<file path="config.mk">
export PLATFORM = sky130hd
export DESIGN_NAME = fetch_pc_gen
export DESIGN_NICKNAME = d
export VERILOG_FILES = /design/src/rtl/uarch_pkg.sv /design/src/rtl/fetch_pc_gen_ras.sv /design/src/rtl/fetch_pc_gen.sv
export SDC_FILE = /design/constraint.sdc
export NUM_CORES = 1
export LEC_CHECK = 0
export BUFFER_PORTS_ARGS = -buffer_cell sky130_fd_sc_hd__buf_2
export CORE_ASPECT_RATIO = 0.75
export CORE_MARGIN = 2
export CORE_UTILIZATION = 42
export CTS_CLUSTER_SIZE = 16
export DETAILED_ROUTE_END_ITERATION = 16
export HOLD_SLACK_MARGIN = 0.08
export PLACE_DENSITY = 0.79
export SLEW_MARGIN = 25
export SYNTH_ARGS = -nofsm -noshare
export SYNTH_HDL_FRONTEND = slang
export SYNTH_SLANG_ARGS = --single-unit
</file>
<file path="constraint.sdc">
create_clock -name clk -period 2.59 [get_ports clk]
set_input_delay 0.1295 -clock clk [delete_from_list [all_inputs] [get_ports clk]]
set_output_delay 0.1295 -clock clk [all_outputs]
set_load 0.005 [all_outputs]
</file>
<file path="src/rtl/uarch_pkg.sv">
// Shared micro-architecture types and constants for the front end.
// Holds address/fetch geometry, the branch-type encoding shared with the BTB,
// and the fetch request bundle handed from PC generation to the I-cache.
package uarch_pkg;

   localparam int CPU_ADDR_BITS     = 32;
   localparam int FETCH_WIDTH       = 2;
   localparam int FETCH_BLOCK_BYTES = 4 * FETCH_WIDTH;
   localparam int SLOT_BITS         = (FETCH_WIDTH > 1) ? $clog2(FETCH_WIDTH) : 1;

   // Branch type as stored in the BTB; the BTB update path uses the same encoding.
   typedef enum logic [1:0] {
      BT_COND = 2'b00,
      BT_JUMP = 2'b01,
      BT_CALL = 2'b10,
      BT_RET  = 2'b11
   } btype_e;

   typedef struct packed {
      logic [CPU_ADDR_BITS-1:0] pc;
      logic [FETCH_WIDTH-1:0]   mask;
      logic                     pred_taken;
      logic [SLOT_BITS-1:0]     pred_slot;
      logic [CPU_ADDR_BITS-1:0] pred_targ;
   } fetch_req_t;

endpackage

</file>
<file path="src/rtl/fetch_pc_gen_ras.sv">
// Circular return-address stack: push on CALL, pop on RET, top is combinational.
// Latency: push/pop take effect at the next clock edge; top/empty reflect current state.
// Backpressure: none; the caller only pushes/pops on an accepted fetch request.
module ras
   import uarch_pkg::*;
#(
   parameter int DEPTH = 8
) (
   input  logic                     clk,
   input  logic                     rst,
   input  logic                     push_i,
   input  logic                     pop_i,
   input  logic [CPU_ADDR_BITS-1:0] push_addr_i,
   output logic [CPU_ADDR_BITS-1:0] top_o,
   output logic                     empty_o
);

   localparam int PW = (DEPTH > 1) ? $clog2(DEPTH) : 1;
   localparam int CW = $clog2(DEPTH + 1);

   logic [CPU_ADDR_BITS-1:0] ent_q [DEPTH];
   logic [PW-1:0]            ptr_q, ptr_d, ptr_p1, ptr_m1;
   logic [CW-1:0]            cnt_q, cnt_d;

   // ptr_q points at the next slot to write; the top entry sits one below it.
   always_comb begin
      ptr_p1  = (ptr_q == PW'(DEPTH - 1)) ? '0 : ptr_q + 1'b1;
      ptr_m1  = (ptr_q == '0) ? PW'(DEPTH - 1) : ptr_q - 1'b1;
      top_o   = ent_q[ptr_m1];
      empty_o = (cnt_q == '0);
   end

   // Pointer/count next state; a push onto a full stack silently overwrites the oldest entry.
   always_comb begin
      ptr_d = ptr_q;
      cnt_d = cnt_q;
      if (push_i) begin
         ptr_d = ptr_p1;
         if (cnt_q != CW'(DEPTH)) begin
            cnt_d = cnt_q + 1'b1;
         end
      end else if (pop_i && !empty_o) begin
         ptr_d = ptr_m1;
         cnt_d = cnt_q - 1'b1;
      end
   end

   // Pointer and occupancy registers; reset empties the stack.
   always_ff @(posedge clk) begin
      if (rst) begin
         ptr_q <= '0;
         cnt_q <= '0;
      end else begin
         ptr_q <= ptr_d;
         cnt_q <= cnt_d;
      end
   end

   // Entry storage needs no reset: the count gates every read.
   always_ff @(posedge clk) begin
      if (push_i) begin
         ent_q[ptr_q] <= push_addr_i;
      end
   end

endmodule

</file>
<file path="src/rtl/fetch_pc_gen.sv">
// Next-fetch-PC generator: holds fetch PC, applies BTB predictions, issues fetch requests.
// Latency: 0 cycles, request is combinational from pc_q and the BTB read data.
// Backpressure: fetch_rdy low holds pc_q and all outputs; a redirect overrides at any time.
// Optional macro FETCH_RAS_EN adds a return-address stack that predicts RET targets.
module fetch_pc_gen
   import uarch_pkg::*;
#(
   parameter logic [CPU_ADDR_BITS-1:0] RESET_VEC = 32'h0000_0000,
   parameter int                       RAS_DEPTH = 8
) (
   input  logic                                   clk,
   input  logic                                   rst,
   output logic [CPU_ADDR_BITS-1:0]               btb_pc,
   input  logic [FETCH_WIDTH-1:0]                 btb_hit,
   input  logic [FETCH_WIDTH*CPU_ADDR_BITS-1:0]   btb_targs,
   input  logic [2*FETCH_WIDTH-1:0]               btb_types,
   output logic                                   fetch_val,
   input  logic                                   fetch_rdy,
   output logic [CPU_ADDR_BITS-1:0]               fetch_pc,
   output logic [FETCH_WIDTH-1:0]                 fetch_mask,
   output logic                                   fetch_pred_taken,
   output logic [SLOT_BITS-1:0]                   fetch_pred_slot,
   output logic [CPU_ADDR_BITS-1:0]               fetch_pred_targ,
   input  logic                                   redirect_val,
   input  logic [CPU_ADDR_BITS-1:0]               redirect_pc
);

   logic [CPU_ADDR_BITS-1:0] pc_q, pc_d;
   logic                     val_q;
   fetch_req_t               req;
   logic [FETCH_WIDTH-1:0]   base_mask;
   btype_e                   slot_type;
   logic                     handshake;
   logic                     unused_ok;

`ifdef FETCH_RAS_EN
   logic [CPU_ADDR_BITS-1:0] ras_top;
   logic                     ras_empty;
   logic                     ras_push, ras_pop;
   assign unused_ok = ^redirect_pc[1:0];
`else
   assign unused_ok = ^{redirect_pc[1:0], btb_types, RAS_DEPTH};
`endif

   // Build the fetch request: valid slots, first taken slot, and the predicted next PC.
   always_comb begin
      req       = '0;
      base_mask = '0;
      slot_type = BT_COND;
      for (int s = 0; s < FETCH_WIDTH; s++) begin
         base_mask[s] = (s >= int'(pc_q[2 +: SLOT_BITS]));
      end
      req.pc = pc_q;
      for (int s = 0; s < FETCH_WIDTH; s++) begin
         if (!req.pred_taken && base_mask[s] && btb_hit[s]) begin
            req.pred_taken = 1'b1;
            req.pred_slot  = SLOT_BITS'(s);
         end
      end
      for (int s = 0; s < FETCH_WIDTH; s++) begin
         req.mask[s] = base_mask[s] && (!req.pred_taken || (s <= int'(req.pred_slot)));
      end
      slot_type = btype_e'(btb_types[int'(req.pred_slot)*2 +: 2]);
      if (req.pred_taken) begin
         req.pred_targ = btb_targs[int'(req.pred_slot)*CPU_ADDR_BITS +: CPU_ADDR_BITS];
`ifdef FETCH_RAS_EN
         if (slot_type == BT_RET && !ras_empty) begin
            req.pred_targ = ras_top;
         end
`endif
      end else begin
         req.pred_targ = (pc_q & ~CPU_ADDR_BITS'(FETCH_BLOCK_BYTES - 1)) +
                         CPU_ADDR_BITS'(FETCH_BLOCK_BYTES);
      end
      if (!val_q) begin
         req           = '0;
         req.pc        = pc_q;
      end
   end

   assign btb_pc           = pc_q;
   assign fetch_val        = val_q && !redirect_val;
   assign fetch_pc         = req.pc;
   assign fetch_mask       = req.mask;
   assign fetch_pred_taken = req.pred_taken;
   assign fetch_pred_slot  = req.pred_slot;
   assign fetch_pred_targ  = req.pred_targ;
   assign handshake        = fetch_val && fetch_rdy;

`ifdef FETCH_RAS_EN
   assign ras_push = handshake && req.pred_taken && (slot_type == BT_CALL);
   assign ras_pop  = handshake && req.pred_taken && (slot_type == BT_RET) && !ras_empty;

   ras #(
      .DEPTH       (RAS_DEPTH)
   ) u_ras (
      .clk         (clk),
      .rst         (rst),
      .push_i      (ras_push),
      .pop_i       (ras_pop),
      .push_addr_i ({pc_q[CPU_ADDR_BITS-1:3], req.pred_slot, 2'b00} + CPU_ADDR_BITS'(4)),
      .top_o       (ras_top),
      .empty_o     (ras_empty)
   );
`endif

   // Next PC: redirect beats the handshake; otherwise hold.
   always_comb begin
      pc_d = pc_q;
      if (redirect_val) begin
         pc_d = {redirect_pc[CPU_ADDR_BITS-1:2], 2'b00};
      end else if (handshake) begin
         pc_d = req.pred_targ;
      end
   end

   // Fetch PC and request-valid registers.
   always_ff @(posedge clk) begin
      if (rst) begin
         pc_q  <= {RESET_VEC[CPU_ADDR_BITS-1:2], 2'b00};
         val_q <= 1'b0;
      end else begin
         pc_q  <= pc_d;
         val_q <= 1'b1;
      end
   end

endmodule
</file>
* After elaboration in Yosys (flattened, before gate mapping)
Cells that the tools add are included.
** Cells by class
- Multiply operators :: 0
- Shifts and indexed selects :: 1
- Divide/modulo/power cells :: 0
- Bitwise gates (word level) :: 0
- Multiplexer cells :: 7
- Magnitude comparators :: 2
- Add/subtract/negate cells :: 1
- Eq/ne operators :: 0
- Reductions and logical operators :: 10
** Operator list (count)
- two-way mux 32 bit :: 3
- variable part select 64 x 7 -> 32 bit :: 1
- two-way mux 36 bit :: 1
- adder 32 x 4 -> 32 bit, second input constant :: 1
- logical AND 1 bit :: 4
- two-way mux 2 bit :: 2
- logical NOT 1 bit :: 3
- nonzero test 2 bit :: 1
- OR reduction 2 bit :: 1
- >= comparator 1 bit, first input constant :: 1
- less-or-equal comparator 1 bit, first input constant :: 1
- logical OR 1 bit :: 1
- two-way mux 1 bit :: 1
** Word-level totals
- Word-level logic and storage cells :: 24
- Memories kept :: 0
- Register bits after elaboration :: 33
- Bits of input ports :: 106
- Latch bits :: 0
- Memory bits (read-only) :: 0
- Bits in writable memories :: 0
- Output and inout port bits :: 101

* Logic depth before layout (Yosys ltp)
- Word-level depth :: 11
- Mapped depth :: 8
- Mapped depth without buffers :: 7

* Least setup slack after synthesis
OpenSTA, ideal clock, no wires.
- Path kind :: register to register
- From :: reg pc_q[8] (netlist: btb_pc[8])
- To :: reg pc_q[20] (netlist: btb_pc[20])
- Path buffers :: 1
- Slack :: 697 ps
- Stages on the path, launching flop included :: 8
- Arrival time :: 1759 ps
- Library setup time :: 134 ps
- Cells stage by stage :: dfxtp_1 > buf_2 > nand4_4 > nor4_4 > nand2_1 > xnor2_1 > a221oi_1 > o22ai_1
** Between the ends
- Word-level cells in the longest chain between the ends :: 5
** Ends and longest elaborated chain
- start: declaration :: RTL line fetch_pc_gen.sv:28 : logic [CPU_ADDR_BITS-1:0] pc_q, pc_d;
- start signal: assignment :: RTL line fetch_pc_gen.sv:120 : pc_q <= {RESET_VEC[CPU_ADDR_BITS-1:2], 2'b00};
- start signal: assignment :: RTL line fetch_pc_gen.sv:123 : pc_q <= pc_d;
- adder 32 x 4 -> 32 bit :: RTL line fetch_pc_gen.sv:72 : req.pred_targ = (pc_q & ~CPU_ADDR_BITS'(FETCH_BLOCK_BYTES - 1)) +
- two-way mux 32 bit :: RTL line fetch_pc_gen.sv:64 : if (req.pred_taken) begin
- two-way mux 36 bit :: RTL line fetch_pc_gen.sv:75 : if (!val_q) begin
- two-way mux 32 bit :: RTL line fetch_pc_gen.sv:112 : end else if (handshake) begin
- two-way mux 32 bit :: RTL line fetch_pc_gen.sv:110 : if (redirect_val) begin
Every way passes these cells. The select of a mux whose other input is x is not followed.
A chain may end at the register's enable or synchronous reset.

* Final worst setup path
- From :: reg pc_q[7] (netlist: btb_pc[7])
- To :: out fetch_pred_targ[22]
** Between the ends
- Word-level cells in the longest chain between the ends :: 3
** Ends and longest elaborated chain
- adder 32 x 4 -> 32 bit :: RTL line fetch_pc_gen.sv:72
- two-way mux 32 bit :: RTL line fetch_pc_gen.sv:64
- two-way mux 36 bit :: RTL line fetch_pc_gen.sv:75
- end: declaration :: RTL line fetch_pc_gen.sv:23 : output logic [CPU_ADDR_BITS-1:0] fetch_pred_targ,
Every way passes these cells.

==> impl_metrics.toml <==
[floorplan]
io_pins = 207
num_rows = 26
die_width_um = 101.2
start_util_pct = 43.53
die_height_um = 76.88
die_area_sq_um = 7777
core_sq_um = 6832

[cts]
cts_buffer_depth = 2
cts-root-buf = "clkbuf_8"
clk_latency_ps = 280
htreeDepth = 2
cts_inserted_buffers = 5
numClockSinks = 33
tritoncts = "yes"
cts_hold_buf = 0
clkTransAtPathRegs_ps = 70

[synth]
synth_area_leaders = "dfxtp_1, buf_4, a21oi_1"
synthAdderAreaFrac_pct = 0.4207
synth_cell_types = 50
ys_seq_area_share_pct = 22.21
synth_xor_area_share_pct = 5.595
synth_ff_type = "dfxtp_1"
synth_compound_area_share_pct = 28.52
synth_nets = 525
synth_top_family_by_area = "simple AND/OR/NAND/NOR gates"
synth.ff_latch_count = 33
syn_area_sq_um = 2974
avgSynthCellArea_sq_um = 7.115
synthSimpleGateAreaFrac_pct = 28.65
async_flop_share_pct = 0
synth_area_leader_cell = "dfxtp_1"
synth_edf_count = 0
synth_cells = 418
yosysWarnings = 0
synth_top_area_share_pct = 22.21
synthMuxAreaShare_pct = 1.725

[timing]
fin_tns_setup_ps = 0
setup_viol = 0
max_freq_mhz = 410.5
hold_viol = 0
finalClockSkew_ps = 10.20
max_slew_margin_pct = 50.09
worstMarginPinSlew_ps = 747.8
maxSlewViolCount = 0
fin_crit_sh_pct = 94.06
rsz0062_at_grt = "yes"
period_needed_ps = 2436

[routing]
wl_per_cell_um = 17.48
wl_met1_um = 4807
drt_iter0_drc = 313
wl_um = 11600
met3WireLength_um = 1264
met2RoutedLength_um = 5472
via_per_inst = 5.890
vias = 3911
drc = 0
ant_nets = 0
firstDrtPassIters = 5
top_layer_used = "met4"

[place]
routabilityCongestion = 0.8713
dp_hpwl_um = 8150
dp_cells = 653
numPortBuffers = 200

[job]
cap_violations = 0

[layout]
final_cells = 664
diodes = 0
drive_gt1_share_pct = 42.59
fin_nets = 686
nFillCells = 648
area_delta_synth_final_pct = 33.24

[worst_hold_path]
holdCritPathClass = "input port to register"

[critical_path]
endpoint_kind = "primary output"
arrival_ps = 2310
path_max_fanout = 7
required_ps = 2460
start_kind = "register"
critPathKind = "register to primary output"

[grt]
grt_max_degree = 33
grt_overflow = 0
antenna_found_initial = 0
grt_pass1_vias = 3454
grt_pass1_wl_um = 17370
grt_usage_pct = 28.02

[pwr]
ir_worst_vdd_mv = 0.1913
p_per_area_nw_per_um2 = 377.2
p_leak_nw = 1.940

[outcome]
outcome = "finished, final reports clean"
[metrics by stage]
stage	instance area, sq um	utilization, %	total power [W]	worst slack (ps)	hold WS (ps)
5_1_grt	3963	58.00	0.001577	-21.02	118.4
4_1_cts	3908	57.20	0.001492	50.49	99.16
3_5_place_dp	3827	56.03	0.001109	370.1	394.3
6_report	3963	58.00	0.001495	153.9	107.7
3_3_place_gp	3827	56.03	0.001097	354.1	384.9
2_1_floorplan	2974	-	0.0008941	697.1	262.0
[critical path, cell delays in order (launching register included)]
cell      delay (ps)
dfxtp_1          530
nand3_4          170
nor4_4           410
buf_4            220
nor2_1            50
a311oi_1         340
a21oi_1          150
buf_2            160
[synth_stat cells (all sizes together) (4+ instances only)]
cell and count:
and2 13, clkbuf 24, nand2 43, buf 38, xor2 11, a31oi 6
nor2 27, nand4 9, or3 8, a21oi 44, dfxtp 33, o21a 4
a31o 5, nor4 6, o21ai 20, nand3 23, mux2i 4, a22oi 29
a21o 4, and3 11, xnor2 8, inv 6, nor3 12
[routing by layer]
layer	vias up	global-route usage (%)
met2	253	47.22
li1	1818	-
met4	0	6.081
met1	1834	36.86
met3	6	5.469
met5	-	0
[power breakdown]
| part | total (W) | switching [W] | leakage [nW] | internal, W |
|---|---|---|---|---|
| logic | 0.000509 | 0.000270 | 1.63 | 0.000238 |
| registers | 0.000603 | 0.0000608 | 0.275 | 0.000542 |
| clock network | 0.000383 | 0.000192 | 0.0395 | 0.000191 |
| total | 0.00149 | 0.000523 | 1.94 | 0.000972 |
[worst paths after layout]
| kind | cells past startpoint | startpoint | endpoint | slack, ps |
|---|---|---|---|---|
| worst min register to register | 2 | btb_pc[1]$_SDFFE_PP0P_ | btb_pc[1]$_SDFFE_PP0P_ | 560 |
| worst min-delay path | 3 | redirect_pc[4] | btb_pc[4]$_SDFFE_PP0P_ | 110 |
| worst max register to register | 6 | btb_pc[7]$_SDFFE_PP0P_ | btb_pc[20]$_SDFFE_PP0P_ | 550 |
| worst max-delay path | 7 | btb_pc[7]$_SDFFE_PP0P_ | fetch_pred_targ[22] | 150 |
[registers in the layout, summed over array words and instances, names as in the netlist]
register  cells
btb_pc       32
val_q         1
[kinds of logic after synthesis]
family	count (synthesis)
adders and majority gates	1
muxes	5
buffers and inverters	68
and+or+nand+nor	160
DFF	33
xor gates and xnor gates	19
AOI/OAI and AO/OA	132
[area by class of cell]
cell class	count	area (sq um)	share of cell area [%]
sequential	33	670.6	16.92
tap	84	105.1	2.652
inverter	6	22.52	0.5684
clock buffer	8	80.08	2.021
multi-input combinational	317	1963	49.54
timing repair buffer	216	1121	28.29
[what timing repair did]
item | in CTS | in global routing
endpoints found under the setup margin | 0 | 14
buffers inserted | 0 | 3
endpoints found under the hold margin | 0 | 0
resized for setup | 0 | 12
[placed cells by master (no fill, tap or decap), types with 5 or more instances in the layout]
cell / instances
o21ai_0: 17
buf_2: 200
nand2_1: 43
a21oi_1: 44
dfxtp_2: 8
xnor2_1: 8
inv_1: 5
a31oi_1: 6
and2_1: 13
clkbuf_8: 5
nand4_1: 7
nor3_1: 11
a22oi_1: 29
nor2_1: 26
xor2_1: 11
nand3_1: 22
dfxtp_1: 25
buf_4: 16
or3_1: 8
and3_1: 11
Power figures use the tool's default switching activity.
